### config.mk
export PLATFORM = sky130hd
export DESIGN_NAME = rect_uart_tx
export DESIGN_NICKNAME = d
export VERILOG_FILES = /design/src/rtl/rect_pkg.sv /design/src/rtl/uart_tx_byte.sv /design/src/rtl/rect_uart_tx.sv
export SDC_FILE = /design/constraint.sdc
export NUM_CORES = 1
export LEC_CHECK = 0
export CAP_MARGIN = 20
export CORE_MARGIN = 3
export CORE_UTILIZATION = 55
export DETAILED_ROUTE_END_ITERATION = 16
export PLACE_DENSITY = 0.8
export SYNTH_ARGS = -nofsm -noshare
export SYNTH_HDL_FRONTEND = slang
export SYNTH_HIERARCHICAL = 1
export SYNTH_SLANG_ARGS = --single-unit
export TNS_END_PERCENT = 100
### constraint.sdc
create_clock -name CLOCK_50 -period 4.9 [get_ports CLOCK_50]
set_input_delay 0.98 -clock CLOCK_50 [delete_from_list [all_inputs] [get_ports CLOCK_50]]
set_output_delay 0.98 -clock CLOCK_50 [all_outputs]
set_load 0.02 [all_outputs]
### src/rtl/rect_pkg.sv
// Shared definitions for the rectangle command link: packet layout,
// serializer state encoding and the byte-3 field packing used by both ends.
package rect_pkg;

    localparam logic [7:0] HEADER_DEFAULT = 8'hA5;
    localparam int         PKT_LEN        = 7;

    // Byte 3 layout: {color[5:0], x2[8], x1[8]}
    localparam int B3_X1H       = 0;
    localparam int B3_X2H       = 1;
    localparam int B3_COLOR_LSB = 2;

    typedef enum logic [1:0] {
        ST_IDLE,
        ST_START,
        ST_DATA,
        ST_STOP
    } tx_state_t;

    typedef struct packed {
        logic [8:0] x1;
        logic [8:0] x2;
        logic [7:0] y1;
        logic [7:0] y2;
        logic [5:0] color;
    } rect_cmd_t;

    function automatic logic [7:0] pack_b3(input rect_cmd_t c);
        logic [7:0] b;
        b                      = '0;
        b[B3_X1H]              = c.x1[8];
        b[B3_X2H]              = c.x2[8];
        b[B3_COLOR_LSB +: 6]   = c.color;
        return b;
    endfunction

    function automatic logic [7:0] pkt_byte(
        input logic [2:0] idx,
        input rect_cmd_t  c,
        input logic [7:0] hdr
    );
        logic [7:0] b3;
        logic [7:0] cks;
        b3  = pack_b3(c);
        cks = c.x1[7:0] ^ c.x2[7:0] ^ b3 ^ c.y1 ^ c.y2;
        unique case (idx)
            3'd0:    return hdr;
            3'd1:    return c.x1[7:0];
            3'd2:    return c.x2[7:0];
            3'd3:    return b3;
            3'd4:    return c.y1;
            3'd5:    return c.y2;
            3'd6:    return cks;
            default: return 8'hFF;
        endcase
    endfunction

endpackage

### src/rtl/uart_tx_byte.sv
// Single-byte 8N1 serializer. A load on the last stop-bit cycle chains the
// next byte with no idle gap; last flags that final cycle.
module uart_tx_byte
    import rect_pkg::*;
#(
    parameter int CLKS_PER_BIT = 434
) (
    input  logic       CLOCK_50,
    input  logic       reset,
    input  logic       load,
    input  logic [7:0] data,
    output logic       tx,
    output logic       busy,
    output logic       last
);

    localparam int BW = (CLKS_PER_BIT > 1) ? $clog2(CLKS_PER_BIT) : 1;

    tx_state_t      state, state_nx;
    logic [BW-1:0]  baud, baud_nx;
    logic [2:0]     bit_idx, bit_nx;
    logic [7:0]     shreg, shreg_nx;
    logic           bit_end;

    assign bit_end = (baud == BW'(CLKS_PER_BIT - 1));
    assign busy    = (state != ST_IDLE);
    assign last    = (state == ST_STOP) && bit_end;

    always_ff @(posedge CLOCK_50) begin
        if (reset) begin
            state   <= ST_IDLE;
            baud    <= '0;
            bit_idx <= '0;
            shreg   <= '0;
        end else begin
            state   <= state_nx;
            baud    <= baud_nx;
            bit_idx <= bit_nx;
            shreg   <= shreg_nx;
        end
    end

    always_comb begin
        state_nx = state;
        baud_nx  = baud;
        bit_nx   = bit_idx;
        shreg_nx = shreg;
        tx       = 1'b1;
        unique case (state)
            ST_IDLE: begin
                if (load) begin
                    state_nx = ST_START;
                    baud_nx  = '0;
                    bit_nx   = '0;
                    shreg_nx = data;
                end
            end
            ST_START: begin
                tx      = 1'b0;
                baud_nx = baud + 1'b1;
                if (bit_end) begin
                    baud_nx  = '0;
                    bit_nx   = '0;
                    state_nx = ST_DATA;
                end
            end
            ST_DATA: begin
                tx      = shreg[bit_idx];
                baud_nx = baud + 1'b1;
                if (bit_end) begin
                    baud_nx = '0;
                    if (bit_idx == 3'd7) begin
                        bit_nx   = '0;
                        state_nx = ST_STOP;
                    end else begin
                        bit_nx = bit_idx + 3'd1;
                    end
                end
            end
            ST_STOP: begin
                tx      = 1'b1;
                baud_nx = baud + 1'b1;
                if (bit_end) begin
                    baud_nx = '0;
                    if (load) begin
                        state_nx = ST_START;
                        shreg_nx = data;
                    end else begin
                        state_nx = ST_IDLE;
                    end
                end
            end
            default: state_nx = ST_IDLE;
        endcase
    end

endmodule

### src/rtl/rect_uart_tx.sv
// Rectangle command transmitter: captures a draw command and streams it
// as a 7-byte UART packet (header, fields, XOR checksum).
module rect_uart_tx
    import rect_pkg::*;
#(
    parameter int         CLKS_PER_BIT = 434,
    parameter logic [7:0] HEADER       = HEADER_DEFAULT
) (
    input  logic       CLOCK_50,
    input  logic       reset,
    input  logic       start,
    input  logic [8:0] x1,
    input  logic [8:0] x2,
    input  logic [7:0] y1,
    input  logic [7:0] y2,
    input  logic [5:0] color,
    output logic       tx,
    output logic       busy,
    output logic       done,
    output logic [2:0] byte_num
);

    rect_cmd_t  cmd;
    logic [2:0] byte_q;
    logic [2:0] next_idx;
    logic       accept;
    logic       step;
    logic       final_byte;
    logic       ser_load;
    logic       ser_last;
    logic [7:0] ser_data;

    assign accept     = start && !busy && !reset;
    assign step       = ser_last;
    assign final_byte = (byte_q == 3'(PKT_LEN - 1));
    assign next_idx   = byte_q + 3'd1;
    assign done       = step && final_byte;
    assign byte_num   = byte_q;

    // Header goes out straight from the accept cycle; later bytes come
    // from the captured command so input changes cannot leak in.
    assign ser_load = accept || (step && !final_byte);
    assign ser_data = accept ? HEADER : pkt_byte(next_idx, cmd, HEADER);

    always_ff @(posedge CLOCK_50) begin
        if (reset) begin
            cmd    <= '0;
            byte_q <= '0;
        end else if (accept) begin
            cmd.x1    <= x1;
            cmd.x2    <= x2;
            cmd.y1    <= y1;
            cmd.y2    <= y2;
            cmd.color <= color;
            byte_q    <= '0;
        end else if (step) begin
            byte_q <= final_byte ? 3'd0 : next_idx;
        end
    end

    uart_tx_byte #(
        .CLKS_PER_BIT(CLKS_PER_BIT)
    ) u_ser (
        .CLOCK_50(CLOCK_50),
        .reset   (reset),
        .load    (ser_load),
        .data    (ser_data),
        .tx      (tx),
        .busy    (busy),
        .last    (ser_last)
    );

endmodule

Word-level counts from Yosys, hierarchy flattened

Index checks and enable logic that the tools add are counted.

Add/sub/neg operators: 3
Bitwise logic cells: 4
Reduce and logical (&&, ||, !) cells: 19
Eq/ne operators: 17
Mux-type cells: 24
Order comparisons: 1

Operators by type and width:

| cell                  | number |
|---|---|
| $pmux W8 S7           | 1 |
| $xor A8 B8 Y8         | 4 |
| $mux W8               | 3 |
| $mux W9               | 2 |
| $pmux W9 S2           | 1 |
| $pmux W8 S2           | 1 |
| $eq A3 B3 Y1 const B  | 5 |
| $mux W3               | 5 |
| $mux W2               | 5 |
| $add A9 B1 Y9 const B | 1 |
| $eq A9 B9 Y1 const B  | 1 |
| $pmux W3 S3           | 1 |
| $ne A2 B1 Y1 const B  | 4 |
| $pmux W2 S4           | 1 |
| $add A3 B1 Y3 const B | 2 |
| $eq A3 B2 Y1 const B  | 2 |
| $logic_and A1 B1 Y1   | 5 |
| $reduce_and A5 Y1     | 1 |
| $eq A2 B2 Y1 const B  | 2 |
| $lt A3 B4 Y1 const B  | 1 |
| $reduce_and A4 Y1     | 1 |
| $reduce_bool A2 Y1    | 2 |
| $bmux W1 S3           | 1 |
| $eq A3 B1 Y1 const B  | 1 |
| other kinds (12)      | 15 |

Output and inout bits: 6
Register bits: 65
Input bits: 43
Logic and storage cells: 78

Logic depth before layout (Yosys ltp)

Depth after elaboration: 9
Gate-level depth with buffers: 12
Gate-level depth less buffers: 9

Cells and area by module

The synthesis kept the hierarchy.

By module, submodules not included:

| module       | cells each | area an instance (um^2) | seq. area each (um^2) | times used |
|---|---|---|---|---|
| rect_uart_tx | 217        | 2184.6                  | 860.8                 | 1 |
| uart_tx_byte | 140        | 1345.0                  | 440.4                 | 1 |

Worst setup path after synthesis

No wires, ideal clock.

Path type: reg2reg
Start: register u_ser.state[0]
End: register u_ser.shreg[0]
Data required time: 4.776 ns
Cell stages (with the launch flop): 13
Arrival time: 2.509 ns
Path buffers: 3
Setup time: 0.124 ns
Setup slack: 2.266 ns
Period minus slack after synthesis: 2.634 ns
Cells stage by stage: dfxtp_1 inv_1 ha_1 clkbuf_2 inv_1 nor3b_2 buf_2 buf_4 a21o_1 nand2_1 o31ai_4 mux2i_1 nor2_1

Word-level cells in the longest chain between the ends: 8
Elaborated cells between the ends (all ways): 16
Classes of those cells: eq/ne (2); mux (4); reduce/logical (10)

RTL lines:

| element                               | RTL line                               | source |
|---|---|---|
| start, declared                       | uart_tx_byte.sv:19                     | `tx_state_t state, state_nx;` |
| start signal, assigned                | uart_tx_byte.sv:36                     | `state <= state_nx;` |
| $reduce_bool A2 Y1 (*)                | uart_tx_byte.sv:26                     | `assign busy = (state != ST_IDLE);` |
| named net busy                        | rect_uart_tx.sv:18                     | `output logic busy,` |
| $logic_not A1 Y1 (*)                  | rect_uart_tx.sv:33                     | `assign accept = start && !busy && !reset;` |
| $logic_and A1 B1 Y1 (*) (2 in series) | rect_uart_tx.sv:33                     |  |
| $logic_or A1 B1 Y1 (*)                | rect_uart_tx.sv:42                     | `assign ser_load = accept \|\| (step && !final_byte);` |
| named net ser_load                    | rect_uart_tx.sv:29                     | `logic ser_load;` |
| $mux W8 (*)                           | uart_tx_byte.sv:51, uart_tx_byte.sv:85 |  |
| $mux W8                               | uart_tx_byte.sv:83                     | `if (bit_end) begin` |
| $pmux W8 S2 (*)                       | uart_tx_byte.sv:49                     | `unique case (state)` |
| end signal, assigned                  | uart_tx_byte.sv:39                     | `shreg <= shreg_nx;` |
| end, declared                         | uart_tx_byte.sv:22                     | `logic [7:0] shreg, shreg_nx;` |

The timed path passes the listed nets; every way through them passes the cells marked *. The select of a mux whose other input is x is not followed.
A chain may end at the register's enable or synchronous reset.

Worst setup path in the final report

Start: register u_ser.baud[0]
End: output done

Word-level cells in the longest chain between the ends: 3

RTL lines:

| element                | RTL line           | source |
|---|---|---|
| start, declared        | uart_tx_byte.sv:20 | `logic [BW-1:0] baud, baud_nx;` |
| start signal, assigned | uart_tx_byte.sv:37 | `baud <= baud_nx;` |
| $eq A9 B9 Y1           | uart_tx_byte.sv:25 | `assign bit_end = (baud == BW'(CLKS_PER_BIT - 1));` |
| $logic_and A1 B1 Y1    | uart_tx_byte.sv:27 | `assign last = (state == ST_STOP) && bit_end;` |
| named net ser_last     | rect_uart_tx.sv:30 | `logic ser_last;` |
| $logic_and A1 B1 Y1    | rect_uart_tx.sv:37 | `assign done = step && final_byte;` |
| end, declared          | rect_uart_tx.sv:19 | `output logic done,` |

The timed path passes the listed nets, and every way through them passes these cells.

==> impl_table.tex <==
\begin{tabular}{lr}
\hline
Metric & Value \\
\hline
\multicolumn{2}{l}{\textbf{Finish}} \\
Layout cells sized above 1 & 8.66\% \\
Final core utilization & 69.6\% \\
Diodes inserted & 0 \\
Area growth from synthesis to layout & 19.5\% \\
Nets & 452 \\
\multicolumn{2}{l}{\textbf{Worst setup path}} \\
Data arrival at the endpoint of the critical path & 2.61 ns \\
Reg-to-reg setup timing slack & 2.31 ns \\
Largest fanout on the critical path & 6 \\
Worst setup path class & register to primary output \\
Slowest cell on crit path & clkdlybuf4s50\_1 \\
Crit. End Element & primary output \\
Delay of the slowest cell on the worst path & 0.66 ns \\
Cell-by-cell listing of the critical path & ha\_1 > and4bb\_2 > and3\_1 > nand2\_1 > nor3\_1 > clkdlybuf4s50\_1 \\
Startpoint Class & register \\
Critical Path RT & 3.92 ns \\
\multicolumn{2}{l}{\textbf{Yosys}} \\
Synth cell count leaders & 65 x dfxtp\_1, 40 x a22o\_1, 24 x a21oi\_1 \\
Yosys cell types & 59 \\
Number of warnings reported in the yosys synthesis log & 6 \\
Primary flip-flop cell chosen by synthesis mapping & dfxtp\_1 \\
Fraction of the yosys area taken by sequential cells & 36.9\% \\
Post-Synthesis Mean Instance Area & 9.89 um2 \\
Cell area after synthesis & 0.00353 mm2 \\
Syn nets & 410 \\
Top post-synthesis cells by area & dfxtp\_1 37\%, a22o\_1 9.9\%, mux2i\_1 5.7\% \\
Flip-flop and latch count after synthesis & 65 \\
Proportion of synthesized flip-flops having asynchronous set or reset & 0\% \\
Number of flops mapped to enable cells by yosys & 0 \\
Instance count of the mapped netlist & 357 \\
Cell type with the highest aggregate area in the netlist & dfxtp\_1 \\
Dominant cell by count in the synthesized netlist & dfxtp\_1 \\
Area fraction of the dominant cell type after synthesis & 36.9\% \\
\multicolumn{2}{l}{\textbf{Routing}} \\
Number of detailed-routing iterations run before antenna repair & 4 \\
Final routed wire length divided by cell count & 16.2 um \\
Number of vias per cell after detailed routing & 5.89 \\
Number of DRC violations after detailed-routing iteration 0 & 195 \\
Total length of routed wires & 7740 um \\
Vias post-DR & 2822 \\
Antenna Nets Post-Route & 0 \\
Detailed-route DRC error count & 0 \\
\multicolumn{2}{l}{\textbf{Global routing}} \\
Number of global-route vias before repair & 2683 \\
Overall Global Routing Usage & 22.1\% \\
Wire length of the first global-routing pass & 13000 um \\
GR Overflow Total & 0 \\
Pin count of the biggest net entering global routing & 49 \\
Antenna violations before repair & 0 \\
\multicolumn{2}{l}{\textbf{Power}} \\
Final Total Pwr & 0.00169 W \\
PD cells & 401 mW/mm2 \\
Max VDD drop & 0.283 mV \\
Leakage & 1.57 nW \\
\multicolumn{2}{l}{\textbf{Run}} \\
Max Cap Violations & 0 \\
\multicolumn{2}{l}{\textbf{Placed design}} \\
I/O Buffers & 48 \\
Half-perimeter wire length after placement & 5210 um \\
Routability Congestion & 0.828 \\
\multicolumn{2}{l}{\textbf{Timing}} \\
Maximum clock frequency & 278 MHz \\
Setup-failing EPs final & 0 \\
Setup TNS Final & 0 ns \\
Final count of hold timing violations & 0 \\
Headroom to the max-slew limit & 52.2\% \\
Worst Tran Pin Value & 0.716 ns \\
Setup repair after global routing missed its margin & false \\
Max-slew violation count & 0 \\
Final Critical Period & 3.59 ns \\
Layout Skew & 0.00796 ns \\
Portion of the clock cycle consumed by the worst path in the final layout & 73.3\% \\
\multicolumn{2}{l}{\textbf{CTS}} \\
Maximum buffer depth of the clock tree & 2 \\
Maximum level of the CTS H-tree & 3 \\
Skew-Pair Late Insertion Delay & 0.34 ns \\
Number of gates resized after CTS & 0 \\
\# Post-CTS Setup Buffers & 0 \\
Total number of clock tree sinks & 65 \\
Clock-pin slew reported for the worst setup and hold paths after clock tree synthesis & 0.07 ns \\
Number of buffers inserted during clock tree synthesis & 9 \\
Root Buffer Master & clkbuf\_8 \\
Quantity of hold-fixing buffers added after cts & 0 \\
CTS tree & yes \\
\multicolumn{2}{l}{\textbf{Floorplan}} \\
Core region area & 0.00606 mm2 \\
DIE AREA & 0.00741 mm2 \\
Number of rows created at floorplan & 28 \\
Chip Height & 86.1 um \\
Initial core utilization & 58.2\% \\
Number of placed I/O pins & 49 \\
Die outline width & 86.1 um \\
\multicolumn{2}{l}{\textbf{Min path}} \\
Worst hold path type & register to register \\
\multicolumn{2}{l}{\textbf{Outcome}} \\
Run status & finished, final reports clean \\
\hline
\end{tabular}
layer usage:
layer,up-vias,routed length [um],track usage [%]
met5,-,0,0
met4,0,112,7.48
met3,11,475,7.30
met2,82,3540,33.5
met1,1319,3610,29.5
li1,1410,-,-
worst paths after layout:
kind              cells after the start              to      startpoint
hold / removal                        2  u_ser/shreg[3]  u_ser/shreg[3]
hold reg to reg                       2  u_ser/shreg[3]  u_ser/shreg[3]
setup / recovery                      6            done   u_ser/baud[0]
setup reg to reg                      9  u_ser/shreg[4]  u_ser/state[0]
worst max-delay path: cells and delay by family, from the launching register on:
kind	cells	cell delay, ns
buffers and inverters	1	0.66
AND/OR/NAND/NOR	4	0.95
flip-flops	1	0.40
adder cells (fa/ha/maj)	1	0.25
placed cells by master (no fill, tap or decap), types with 4 or more instances in the layout:
cell,n
mux2i_1,20
nand2_1,16
nand3b_1,4
nand2b_1,10
clkdlybuf4s50_1,48
ha_1,10
buf_4,4
xnor2_1,16
a22o_1,40
clkbuf_8,10
o21ai_0,16
xor2_1,8
xnor3_1,4
nand4_1,4
nand3_1,7
dfxtp_1,65
nor2b_1,4
nor3_1,6
a21oi_1,24
nor2_1,18
inv_1,9
kinds of logic after synthesis:
kind of cell,Yosys count,synth area share (%)
AND/OR/NAND/NOR,90,15.2
flip-flops,65,36.9
XOR/XNOR,28,8.51
multiplexers,25,7.90
buffers and inverters,32,5.46
AO/OA/AOI/OAI,107,22.5
adder cells (fa/ha/maj),10,3.54
state kept, by name, indices dropped and copies added, names as in the netlist:
signal and count:
cmd 40, u_ser/baud 9, u_ser/shreg 8, byte_num 3
u_ser/bit_idx 3, u_ser/state 2
layout make-up:
class	instances	area, um2
clock inverters	6	66.3
clock buffers	10	138
well taps	75	93.8
inverters	10	37.5
flip-flops and latches	65	1300
multi-input cells	260	2050
fillers	489	1840
repair buffers	53	531
report_power, final:
group / internal (W) / switching, W
Sequential: 0.000599 / 0.0000720
Clock: 0.000249 / 0.000215
Combinational: 0.000280 / 0.000274
Total: 0.00113 / 0.000561
through the flow:
| step | hold WS (ns) | instance area, um2 | cells | setup WS, ns |
|---|---|---|---|---|
| 3_5_place_dp | 0.481 | 3990 | 462 | 1.76 |
| 5_1_grt | 0.538 | 4220 | 479 | 1.18 |
| 2_1_floorplan | 0.455 | 3530 | 357 | 2.27 |
| 3_3_place_gp | 0.473 | 3990 | 462 | 1.77 |
| 4_1_cts | 0.500 | 4200 | 478 | 1.34 |
| 6_report | 0.498 | 4220 | 479 | 1.31 |
(Power assumes the default switching activity.)
==> RTL change, RTL diff (same flow settings) <==
Re-encode `tx_state_t` (4 states) as one-hot, 4 bits wide.
--- a/src/rtl/rect_pkg.sv
+++ b/src/rtl/rect_pkg.sv
@@ -10,11 +10,11 @@
     localparam int B3_X2H       = 1;
     localparam int B3_COLOR_LSB = 2;
 
-    typedef enum logic [1:0] {
-        ST_IDLE,
-        ST_START,
-        ST_DATA,
-        ST_STOP
+    typedef enum logic [3:0] {
+        ST_IDLE  = 4'b0001,
+        ST_START = 4'b0010,
+        ST_DATA  = 4'b0100,
+        ST_STOP  = 4'b1000
     } tx_state_t;
 
     typedef struct packed {
Formal check against the unedited RTL: no difference found for any inputs over 10 cycles, from zero or initial values and one cycle with reset high; not proved beyond that.
==> RTL change against the unedited design <==
Worst setup slack got worse by 0.20 ns. Fmax decreased by 5.4%. Non-clock buffer count decreased by 1. Via count decreased by 3.3%. First-iteration DRC count increased by 19%. Final cell count decreased by 0.84%. Synthesized cell count unchanged. Design area decreased by 0.98%. Wire length decreased by 1.4%. Synthesized area decreased by 0.14%. Sequential cell count increased by 2. Critical path type unchanged.
Power is not compared: it rests on default switching activity, and its combinational part moved more than twofold at a synthesized area within 25%.
==> RTL change: results (changes against the unedited design) <==
status: "finished clean"
met3_usage: 0.0682  # -0.00480
grt_pass1_wl_um: 12700  # -2.0%
use_met1: 0.272  # -0.0234
muxShareOfSynthArea: 0.0731  # -0.00592
synth-compound-area-share: 0.233  # +0.00777
detailed_place_hpwl_um: 5080  # -2.5%
cts_num_sinks: 67  # +3.1%
vias: 2728  # -3.3%
synth_sequential_area_ratio: 0.381  # +0.0119
dp_slack_ns: 1.49  # -0.263 ns
synth_top_cells_by_count: "dfxtp_1, a22o_1, nor2_1, xnor2_1, a21oi_1"
detailroute.wirelength.met3_um: 391  # -18%
detail_route.wirelength.met1_um: 3500  # -3.3%
postSynthNetCount: 404  # -1.5%
count_of_distinct_cell_types_in_the_synthesized_netlist: 57  # -3.4%
detail_route.first_pass.iterations: 5  # +1
path_max_fanout: 11  # +5
report.final.slew_viol_count: 0  # unchanged
synth_xor_area_frac: 0.112  # +0.0271
global_route.usage.met2: 0.354  # +0.0189
first_iter_violations: 233  # +19%
layout-drive-gt1-share: 0.0825  # -0.00413
instance_area_at_placement_sq_um: 3960  # -0.91%
critPathArrivalTime_ns: 2.82  # +0.21 ns
grt_use_total: 0.218  # -0.00309
synth_adder_area_share: 0.0142  # -0.0212
slew_headroom: 0.360  # -0.162
gp_routability_congestion: 0.784  # -5.3%
route.detailed.wl_per_inst_um: 16.1  # -0.55%
netlist_top_cells_area: "dfxtp_1, a22o_1, xnor2_1, mux2i_1, a21oi_1"
==> RTL change: cell types whose count changed in the layout (fill, tap and decap cells not counted), moves of 3 or more <==
cell,before,now
nand2b_1,10,4
xnor2_1,16,25
nand4_1,4,1
nor2_1,18,26
a311oi_1,3,0
and3_1,3,0
ha_1,10,4
clkinvlp_4,3,0
==> RTL change: kinds of logic (layout without fill, tap and decap cells) <==
kind of cell    count (synthesis)  in the layout
compound gates                107            107
flops                          67             67
xor+xnor                       38             38
mux                            23             23
fa+ha+maj                       4              4
simple gates                   81             81
buf+inv                        37             80
==> RTL change: final timing paths <==
path,startpoint,end,slack [ns],cells past startpoint
min reg2reg,u_ser/bit_idx[2],u_ser/bit_idx[2],0.50,2
max,u_ser/state[3],done,1.10,5
max reg2reg,u_ser/state[3],u_ser/baud[5],2.26,7
min,u_ser/bit_idx[2],u_ser/bit_idx[2],0.50,2
==> RTL change: per-stage QoR <==
| step | cells | utilization | power [mW] |
|---|---|---|---|
| floorplan | 357 | - | 0.787 |
| global placement | 459 | 0.653 | 0.848 |
| detailed placement | 459 | 0.653 | 0.854 |
| CTS | 475 | 0.689 | 1.37 |
| global route | 475 | 0.689 | 1.42 |
| finish | 475 | 0.689 | 1.36 |
==> RTL change: critical path, delay by kind of cell (launching register included) <==
family / cells / cell delay (ns)
DFF: 1 / 0.58
and+or+nand+nor: 4 / 1.24
buffers and inverters: 1 / 0.65
==> RTL change: final cells by class <==
class                   instances  area (sq um)  area share
clock buffers                  12           145      0.0348
clock inverters                 4          73.8      0.0177
inverters                      12          45.0      0.0108
multi-input cells             253          1970       0.471
flip-flops and latches         67          1340       0.321
well taps                      75          93.8      0.0225
repair buffers                 52           510       0.122
